===== src/rtl/midi_msg_parser_pkg.sv =====
// Shared MIDI types: event encoding, status-byte constants and the data-length helper.
package synth_midi_pkg;

  typedef enum logic [2:0] {
    EVT_NOTE_OFF = 3'd0,
    EVT_NOTE_ON  = 3'd1,
    EVT_POLY_AT  = 3'd2,
    EVT_CC       = 3'd3,
    EVT_PROG     = 3'd4,
    EVT_CHAN_AT  = 3'd5,
    EVT_PBEND    = 3'd6
  } evt_type_t;

  typedef struct packed {
    evt_type_t  etype;
    logic [3:0] chan;
    logic [6:0] d1;
    logic [6:0] d2;
  } midi_event_t;

  localparam logic [7:0] ST_SYSEX = 8'hF0;
  localparam logic [7:0] ST_EOX   = 8'hF7;
  localparam logic [7:0] RT_MIN   = 8'hF8;

  // Data bytes that follow a status byte; 0 for anything that is not channel voice.
  function automatic logic [1:0] data_len(input logic [7:0] status);
    if (!status[7] || status >= ST_SYSEX) return 2'd0;
    if (status[7:4] == 4'hC || status[7:4] == 4'hD) return 2'd1;
    return 2'd2;
  endfunction

endpackage


===== src/rtl/midi_msg_parser_if.sv =====
// Event stream from the parser to the voice engine (valid/ready, show-ahead head).
interface midi_msg_parser_if;
  import synth_midi_pkg::*;

  logic       event_valid;
  logic       event_ready;
  evt_type_t  event_type;
  logic [3:0] event_chan;
  logic [6:0] event_d1;
  logic [6:0] event_d2;

  modport master (output event_valid, event_type, event_chan, event_d1, event_d2,
                  input  event_ready);
  modport slave  (input  event_valid, event_type, event_chan, event_d1, event_d2,
                  output event_ready);
endinterface


===== src/rtl/midi_msg_parser_fifo.sv =====
// Show-ahead event FIFO; drops on full-without-pop and flags a sticky overflow.
module midi_evt_fifo
  import synth_midi_pkg::*;
#(
  parameter int FIFO_DEPTH = 4
) (
  input  logic        reg_clk,
  input  logic        reset_reg_N,
  input  logic        push,
  input  midi_event_t push_evt,
  input  logic        pop_rdy,
  output logic        head_valid,
  output midi_event_t head_evt,
  output logic        overflow
);
  localparam int AW = $clog2(FIFO_DEPTH);

  midi_event_t   mem [FIFO_DEPTH];
  logic [AW:0]   wr_ptr, rd_ptr;
  logic          empty, full, pop, wr_en;

  assign empty = (wr_ptr == rd_ptr);
  assign full  = (wr_ptr[AW] != rd_ptr[AW]) && (wr_ptr[AW-1:0] == rd_ptr[AW-1:0]);
  assign pop   = !empty && pop_rdy;
  // A pop in the same cycle frees the slot, so a full FIFO can still accept.
  assign wr_en = push && (!full || pop);

  assign head_valid = !empty;
  assign head_evt   = empty ? '0 : mem[rd_ptr[AW-1:0]];

  always_ff @(posedge reg_clk or negedge reset_reg_N) begin
    if (!reset_reg_N) begin
      wr_ptr   <= '0;
      rd_ptr   <= '0;
      overflow <= 1'b0;
    end else begin
      if (wr_en) wr_ptr <= wr_ptr + 1'b1;
      if (pop)   rd_ptr <= rd_ptr + 1'b1;
      if (push && !wr_en) overflow <= 1'b1;
    end
  end

  always_ff @(posedge reg_clk) begin
    if (wr_en) mem[wr_ptr[AW-1:0]] <= push_evt;
  end

endmodule


===== src/rtl/midi_msg_parser.sv =====
// Running-status MIDI channel-voice parser feeding a small event FIFO.
module midi_msg_parser
  import synth_midi_pkg::*;
#(
  parameter int FIFO_DEPTH = 4
) (
  input  logic               reg_clk,
  input  logic               reset_reg_N,
  input  logic               byte_strobe,
  input  logic [7:0]         midi_byte,
  input  logic               omni_en,
  input  logic [3:0]         chan_sel,
  midi_msg_parser_if.master  ev,
  output logic               overflow,
  output logic [7:0]         run_status
);
  typedef enum logic [1:0] {IDLE, WAIT_D1, WAIT_D2, SYSEX} state_t;

  logic        rst_meta, rst_n;
  logic        sync1, sync2, sync3, byte_vld;
  logic [7:0]  byte_q;
  state_t      state, state_nx;
  logic [7:0]  rs_nx;
  logic [6:0]  d1_q, d1_nx;
  logic        push;
  midi_event_t push_evt, head_evt;
  logic        head_valid;

  // Reset asserts immediately, releases on a clock edge.
  always_ff @(posedge reg_clk or negedge reset_reg_N) begin
    if (!reset_reg_N) begin
      rst_meta <= 1'b0;
      rst_n    <= 1'b0;
    end else begin
      rst_meta <= 1'b1;
      rst_n    <= rst_meta;
    end
  end

  always_ff @(posedge reg_clk or negedge rst_n) begin
    if (!rst_n) begin
      sync1    <= 1'b0;
      sync2    <= 1'b0;
      sync3    <= 1'b0;
      byte_vld <= 1'b0;
      byte_q   <= '0;
    end else begin
      sync1    <= byte_strobe;
      sync2    <= sync1;
      sync3    <= sync2;
      byte_vld <= sync2 && !sync3;
      if (sync2 && !sync3) byte_q <= midi_byte;
    end
  end

  always_ff @(posedge reg_clk or negedge rst_n) begin
    if (!rst_n) begin
      state      <= IDLE;
      run_status <= '0;
      d1_q       <= '0;
    end else begin
      state      <= state_nx;
      run_status <= rs_nx;
      d1_q       <= d1_nx;
    end
  end

  always_comb begin
    state_nx = state;
    rs_nx    = run_status;
    d1_nx    = d1_q;
    push     = 1'b0;
    push_evt = '0;
    if (byte_vld && byte_q < RT_MIN) begin
      if (byte_q[7]) begin
        if (byte_q < ST_SYSEX) begin
          rs_nx    = byte_q;
          state_nx = WAIT_D1;
        end else begin
          rs_nx    = '0;
          state_nx = (byte_q == ST_SYSEX) ? SYSEX : IDLE;
        end
      end else begin
        push_evt.etype = evt_type_t'(run_status[6:4]);
        push_evt.chan  = run_status[3:0];
        case (state)
          WAIT_D1: begin
            d1_nx = byte_q[6:0];
            if (data_len(run_status) == 2'd1) begin
              push_evt.d1 = byte_q[6:0];
              push        = 1'b1;
            end else begin
              state_nx = WAIT_D2;
            end
          end
          WAIT_D2: begin
            push_evt.d1 = d1_q;
            push_evt.d2 = byte_q[6:0];
            push        = 1'b1;
            state_nx    = WAIT_D1;
            if (push_evt.etype == EVT_NOTE_ON && byte_q[6:0] == 7'd0)
              push_evt.etype = EVT_NOTE_OFF;
          end
          default: ;
        endcase
        if (!omni_en && run_status[3:0] != chan_sel) push = 1'b0;
      end
    end
  end

  midi_evt_fifo #(.FIFO_DEPTH(FIFO_DEPTH)) u_fifo (
    .reg_clk     (reg_clk),
    .reset_reg_N (rst_n),
    .push        (push),
    .push_evt    (push_evt),
    .pop_rdy     (ev.event_ready),
    .head_valid  (head_valid),
    .head_evt    (head_evt),
    .overflow    (overflow)
  );

  assign ev.event_valid = head_valid;
  assign ev.event_type  = head_evt.etype;
  assign ev.event_chan  = head_evt.chan;
  assign ev.event_d1    = head_evt.d1;
  assign ev.event_d2    = head_evt.d2;

endmodule


===== src/flat_wrapper.sv =====
// flat-port wrapper written by rule: the top's interface ports become plain ports
module midi_msg_parser_flat import synth_midi_pkg::*;
#(
  parameter int FIFO_DEPTH = 4
)
  (reg_clk, reset_reg_N, byte_strobe, midi_byte, omni_en, chan_sel, overflow, run_status, ev_event_valid, ev_event_type, ev_event_chan, ev_event_d1, ev_event_d2, ev_event_ready);
  midi_msg_parser_if ev_i ();
  input  logic reg_clk;
  input  logic reset_reg_N;
  input  logic byte_strobe;
  input  logic [7:0] midi_byte;
  input  logic omni_en;
  input  logic [3:0] chan_sel;
  output logic overflow;
  output logic [7:0] run_status;
  output wire logic [$bits(ev_i.event_valid)-1:0] ev_event_valid;
  output wire logic [$bits(ev_i.event_type)-1:0] ev_event_type;
  output wire logic [$bits(ev_i.event_chan)-1:0] ev_event_chan;
  output wire logic [$bits(ev_i.event_d1)-1:0] ev_event_d1;
  output wire logic [$bits(ev_i.event_d2)-1:0] ev_event_d2;
  input wire logic [$bits(ev_i.event_ready)-1:0] ev_event_ready;
  assign ev_event_valid = ev_i.event_valid;
  assign ev_event_type = ev_i.event_type;
  assign ev_event_chan = ev_i.event_chan;
  assign ev_event_d1 = ev_i.event_d1;
  assign ev_event_d2 = ev_i.event_d2;
  assign ev_i.event_ready = ev_event_ready;
  midi_msg_parser #(.FIFO_DEPTH(FIFO_DEPTH)) u_core (.reg_clk(reg_clk), .reset_reg_N(reset_reg_N), .byte_strobe(byte_strobe), .midi_byte(midi_byte), .omni_en(omni_en), .chan_sel(chan_sel), .ev(ev_i), .overflow(overflow), .run_status(run_status));
endmodule

===== config.mk =====
export PLATFORM = sky130hd
export DESIGN_NAME = midi_msg_parser_flat
export DESIGN_NICKNAME = d
export VERILOG_FILES = /design/src/rtl/midi_msg_parser_pkg.sv /design/src/rtl/midi_msg_parser_if.sv /design/src/rtl/midi_msg_parser_fifo.sv /design/src/rtl/midi_msg_parser.sv /design/src/flat_wrapper.sv
export SDC_FILE = /design/constraint.sdc
export NUM_CORES = 1
export LEC_CHECK = 0
export ABC_CLOCK_PERIOD_IN_PS = 4830
export CORE_UTILIZATION = 25
export CTS_CLUSTER_DIAMETER = 100
export CTS_CLUSTER_SIZE = 14
export DETAILED_ROUTE_END_ITERATION = 10
export SYNTH_ARGS = -nofsm -noshare
export SYNTH_HDL_FRONTEND = slang
export SYNTH_HIERARCHICAL = 1
export SYNTH_SLANG_ARGS = --single-unit

===== constraint.sdc =====
create_clock -name reg_clk -period 4.83 [get_ports reg_clk]
set_clock_uncertainty 0.1 [all_clocks]
set_input_delay 0.966 -clock reg_clk [delete_from_list [all_inputs] [get_ports reg_clk]]
set_output_delay 0.966 -clock reg_clk [all_outputs]
set_load 0.01 [all_outputs]

Word level (Yosys, flattened, before mapping)

Memories as Yosys holds them, arrays and structs flattened.
Cells that the tools add are included.

$add $sub $neg: 2
Magnitude comparators: 3
Equality and inequality tests: 12
Multiplexer cells: 37
Bitwise logic cells: 1
Reduce and logical (&&, ||, !) cells: 22

Operator list:

| operator                                                 | number |
|---|---|
| two-way mux 21 bit                                       | 3 |
| two-way mux 2 bit                                        | 11 |
| less-than comparator 8 bit, second input constant        | 2 |
| two-way mux 1 bit                                        | 15 |
| two-way mux 7 bit                                        | 2 |
| case mux 7 bit (2 select lines)                          | 1 |
| equality test 4 bit, second input constant               | 2 |
| equality test 8 bit, second input constant               | 1 |
| greater-or-equal comparator 8 bit, second input constant | 1 |
| logical AND 1 bit                                        | 8 |
| two-way mux 8 bit                                        | 1 |
| logical NOT 7 bit                                        | 1 |
| adder 3 x 1 -> 3 bit, second input constant              | 2 |
| logical NOT 1 bit                                        | 6 |
| two-way mux 3 bit                                        | 2 |
| AND reduction 3 bit                                      | 2 |
| equality test 2 x 1 -> 1 bit, second input constant      | 2 |
| inequality test 4 bit                                    | 1 |
| case mux 2 bit (2 select lines)                          | 1 |
| equality test 3 x 1 -> 1 bit, second input constant      | 1 |
| equality test 3 bit                                      | 1 |
| logical OR 1 bit                                         | 3 |
| inequality test 3 x 2 -> 1 bit, second input constant    | 1 |
| nonzero test 3 bit                                       | 1 |
| other kinds (6)                                          | 6 |

Register bits: 38
Bits in writable memories: 84
Input bits: 17
Output and inout port bits: 31
Memories kept: 1

Memory list:

| memory            | words | width | read ports | clocked after memory_dff | wr ports | RTL line                   | source |
|---|---|---|---|---|---|---|---|
| u_core.u_fifo.mem | 4     | 21    | 1          | 0                        | 1        | midi_msg_parser_fifo.sv:18 | `midi_event_t mem [FIFO_DEPTH];` |

Depth between registers and ports, before layout

Depth after elaboration: 24
Gate-level depth with buffers: 8
Mapped depth without buffers: 7

Hierarchy

Netlist, hierarchy kept.

By module, submodules not included:

| module          | instances | cells each | area each (um^2) | sequential area each (um^2) |
|---|---|---|---|---|
| midi_evt_fifo   | 1         | 173        | 3619.7           | 2697.6 |
| midi_msg_parser | 1         | 143        | 1550.2           | 775.7 |

Worst setup path after synthesis

OpenSTA, ideal clock, no wires.

Kind: input port to flip-flop
Start: input port chan_sel[0]
End: memory u_core/u_fifo/mem[1][0] (netlist name), enable pin
Arrival: 2130 ps
Data required time: 4382 ps
Setup slack: 2253 ps
Stages: 4
Path buffers: 0
Path through: xnor2_1 > a41oi_1 > nor3_1 > and3_2

Longest elaborated chain between the ends: 8

RTL lines:

| element                                 | RTL line                   | source |
|---|---|---|
| start, declared                         | flat_wrapper.sv:13         | `input logic [3:0] chan_sel;` |
| inequality test 4 bit                   | midi_msg_parser.sv:106     | `if (!omni_en && run_status[3:0] != chan_sel) push = 1'b0;` |
| logical AND 1 bit                       | midi_msg_parser.sv:106     |  |
| two-way mux 1 bit                       | midi_msg_parser.sv:106     |  |
| two-way mux 1 bit                       | midi_msg_parser.sv:75      | `if (byte_q[7]) begin` |
| two-way mux 1 bit                       | midi_msg_parser.sv:74      | `if (byte_vld && byte_q < RT_MIN) begin` |
| via u_core.push                         | midi_msg_parser.sv:25      | `logic push;` |
| logical AND 1 bit                       | midi_msg_parser_fifo.sv:26 | `assign wr_en = push && (!full \|\| pop);` |
| two-way mux 1 bit                       | midi_msg_parser_fifo.sv:44 | `if (wr_en) mem[wr_ptr[AW-1:0]] <= push_evt;` |
| two-way mux 1 bit (implied by the code) | midi_msg_parser_fifo.sv:44 |  |
| end, declared                           | midi_msg_parser_fifo.sv:18 |  |

The timed path passes the listed nets, and every way through them passes these cells.

Worst setup path after layout

Start: register u_core.u_fifo.rd_ptr[0]
End: output port ev_event_d2[1]

Longest elaborated chain between the ends: 2
Elaborated cells between the ends (all ways): 3
Those cells by class: 1 x eq/ne; 1 x mux; 1 x memory

RTL lines:

| element                                                         | RTL line                   | source |
|---|---|---|
| start, declared                                                 | midi_msg_parser_fifo.sv:19 | `logic [AW:0] wr_ptr, rd_ptr;` |
| start signal, assigned                                          | midi_msg_parser_fifo.sv:38 | `if (pop) rd_ptr <= rd_ptr + 1'b1;` |
| memory read (4 x 21 bit) or equality test 3 bit (tied branches) | n/a                        |  |
| two-way mux 21 bit (*)                                          | midi_msg_parser_fifo.sv:29 | `assign head_evt = empty ? '0 : mem[rd_ptr[AW-1:0]];` |
| end, declared                                                   | flat_wrapper.sv:20         | `output wire logic [$bits(ev_i.event_d2)-1:0] ev_event_d2;` |

Mark *: on every way between the ends. The rest lies on a longest branch, timed or not.

==> flow_metrics.tcl <==
set metrics [dict create \
    synthAdderAreaFrac 0.0169 \
    ios 48 \
    syn_nets 340 \
    dp.cells 619 \
    finalHoldViolCount 0 \
    tns_ps 0 \
    clkTransAtPathRegs_ps 60 \
    port_buffers 47 \
    yosysMostFrequentCell "edfxtp_1" \
    ir_drop_mv 0.257 \
    timing.critical_path.cells "buf_4 -> mux4_2 -> nor2b_1 -> clkdlybuf4s50_1" \
    rsz0062_at_grt "false" \
    arrival_ps 2870 \
    rows 52 \
    p_per_area_nw_per_um2 570 \
    die_y_um 146 \
    slew_headroom 0.401 \
    clock_latency_ps 410 \
    rr_worst_depth 5 \
    yosys.area_share.simple 0.0970 \
    drtIter0Drc 194 \
    synth_flop_cell "edfxtp_1" \
    yosysSeqAreaShare 0.672 \
    h-tree-depth 4 \
    drtPass1Iterations 4 \
    clock-sinks 122 \
    max_freq_mhz 254 \
    cts-hold-fix-buffers 0 \
    numCtsBuffers 17 \
    path_class "flip-flop to primary output" \
    synth-compound-area-share 0.0382 \
    grt_pass1_wl_um 16600 \
    syn_area_per_cell_um2 16.4 \
    critical_path.max_fanout 15 \
    period_needed_ps 3940 \
    power_mw 3.71 \
    synth.area.mux_share 0.133 \
    ant_nets 0 \
    dieArea_um2 21300 \
    grt_pass1_vias 2948 \
    synth_edf_count 84 \
    synthTopCellsByCount "edfxtp_1, dfrtp_1, nor2b_1" \
    grt_remaining_overflow 0 \
    path_buf_inv 2 \
    status "completed" \
    clock-root-buffer "clkbuf_16" \
    antennaDiodeCount 0 \
    cts_resized 0 \
    r2r-start "u_core/byte_q[7]" \
    wl_um 10500 \
    grt_usage 0.105 \
    via_per_inst 4.40 \
    slowest_delay_ps 930 \
    antenna_found_initial 0 \
    crit_slowest_cell "dfrtp_1" \
    fin_nets 392 \
    synth_top_family_by_area "multiplexers" \
    clock_path_buffers 2 \
    synth_seq_cells 122 \
    area_growth_pct 25.8 \
    cts_tree "done" \
    syn_inst 316 \
    power.leakage_nw 2.35 \
    async_flop_share 0.311 \
    grt_max_degree 30 \
    critPathCaptureType "primary output" \
    core_um2 20200 \
    crit_required_ps 3760 \
    r2r_end "u_core/u_fifo/mem[2][8]" \
    synth_top_area_share 0.488 \
    synth_largest_area_cell "edfxtp_1" \
    critPathTopFamily "flip-flops" \
    hold_class "flip-flop to async pin" \
    fin_cells 650 \
    route.detailed.drc 0 \
    dp_hpwl_um 6830 \
    initial_utilization 0.256 \
    via_count 2860 \
    slew_viol_final 0 \
    synth_xor_area_frac 0.0201 \
    fin_ws_ps 894 \
    start_kind "flip-flop" \
    wl_per_cell_um 16.2 \
    drive_gt1_frac 0.226 \
    dp_worst_setup_slack_ps 1170 \
    worstMarginPinSlew_ps 898 \
    drv_cap 0 \
    globalplace.congestion 0.714 \
    fin_crit_sh 0.815 \
    r2r_slack_ps 1850 \
    synth_top_cells_by_area "edfxtp_1, dfrtp_1, mux4_2, mux2_2, nor2b_1" \
    yosys.cell_types.count 49 \
    post_cts_buffers 0 \
    setup_viol 0 \
    die_width_um 146 \
    yosys_warnings 6 \
    syn_area_um2 5170 \
]
## per-layer routing
layer,GRT usage,vias to the layer above,part of all wire
met1,0.135,1471,0.46
met3,0.0292,13,0.046
met4,0.0426,0,0.015
met5,0,-,0
li1,-,1314,-
met2,0.165,62,0.48
## per-stage QoR
step | util | hold WS, ps | instance area, um2
2_1_floorplan | - | 231 | 5170
3_3_place_gp | 0.293 | 62.7 | 5930
3_5_place_dp | 0.293 | 70.9 | 5930
4_1_cts | 0.321 | 77.1 | 6500
5_1_grt | 0.321 | 97.9 | 6500
6_report | 0.321 | 61.7 | 6500
## where the power goes
group | internal, mW | switching [mW] | leakage [nW]
clock | 0.758 | 0.470 | 0.274
combinational | 0.639 | 0.484 | 0.797
sequential | 1.22 | 0.140 | 1.28
## final cells by class
class / instances / area (um2)
Multi-Input combinational cell: 169 / 1590
Sequential cell: 122 / 3470
Clock buffer: 17 / 425
Clock inverter: 14 / 149
Tap cell: 270 / 338
Fill cell: 1956 / 13700
Inverter: 6 / 22.5
Timing Repair Buffer: 52 / 508
## sequential cells by signal, indices dropped and copies added, names as in the netlist
| register | flops |
|---|---|
| u_core/u_fifo/mem | 84 |
| u_core/byte_q | 8 |
| u_core/run_status | 8 |
| u_core/d1_q | 7 |
| u_core/u_fifo/rd_ptr | 3 |
| u_core/u_fifo/wr_ptr | 3 |
| u_core/state | 2 |
| u_core/byte_vld | 1 |
| u_core/rst_meta | 1 |
| u_core/rst_n | 1 |
| u_core/sync1 | 1 |
| u_core/sync2 | 1 |
| u_core/sync3 | 1 |
| u_core/u_fifo/overflow | 1 |
## cells by family after synthesis
logic type | Yosys count
DFF | 122
and+or+nand+nor | 84
muxes | 40
AOI/OAI and AO/OA | 26
buffers and inverters | 25
xor gates and xnor gates | 11
adders and majority gates | 7
other | 1
## placed cells by master (no fill, tap or decap), types with 3 or more instances in the layout
master            n
nor2b_1          23
inv_1             6
and2_1            5
nand4_1           8
clkdlybuf4s50_1  47
mux4_2           21
and3_1            7
clkinv_4          3
edfxtp_1         84
o21ai_0           8
xnor2_1           8
clkbuf_16        17
mux2_2           16
nor2_1           10
dfrtp_1          38
ha_1              7
nand2_1          10
and3_2            4
a22oi_1           7
buf_4             5
clkinvlp_4        3
inv_6             3
## how the worst max path moves through the flow
stage | cells past startpoint | slack, ps | start | end
2_1_floorplan | 4 | 2250 | chan_sel[0] | u_core/u_fifo/mem[1][0]
3_3_place_gp | 5 | 1170 | chan_sel[0] | u_core/u_fifo/mem[1][16]
3_5_place_dp | 5 | 1170 | chan_sel[2] | u_core/u_fifo/mem[2][16]
4_1_cts | 4 | 830 | u_core/u_fifo/rd_ptr[0] | ev_event_d2[1]
5_1_grt | 5 | 660 | u_core/u_fifo/rd_ptr[0] | ev_event_d2[6]
6_report | 4 | 890 | u_core/u_fifo/rd_ptr[0] | ev_event_d2[1]
Note: power is estimated with default switching activity, not from simulation.
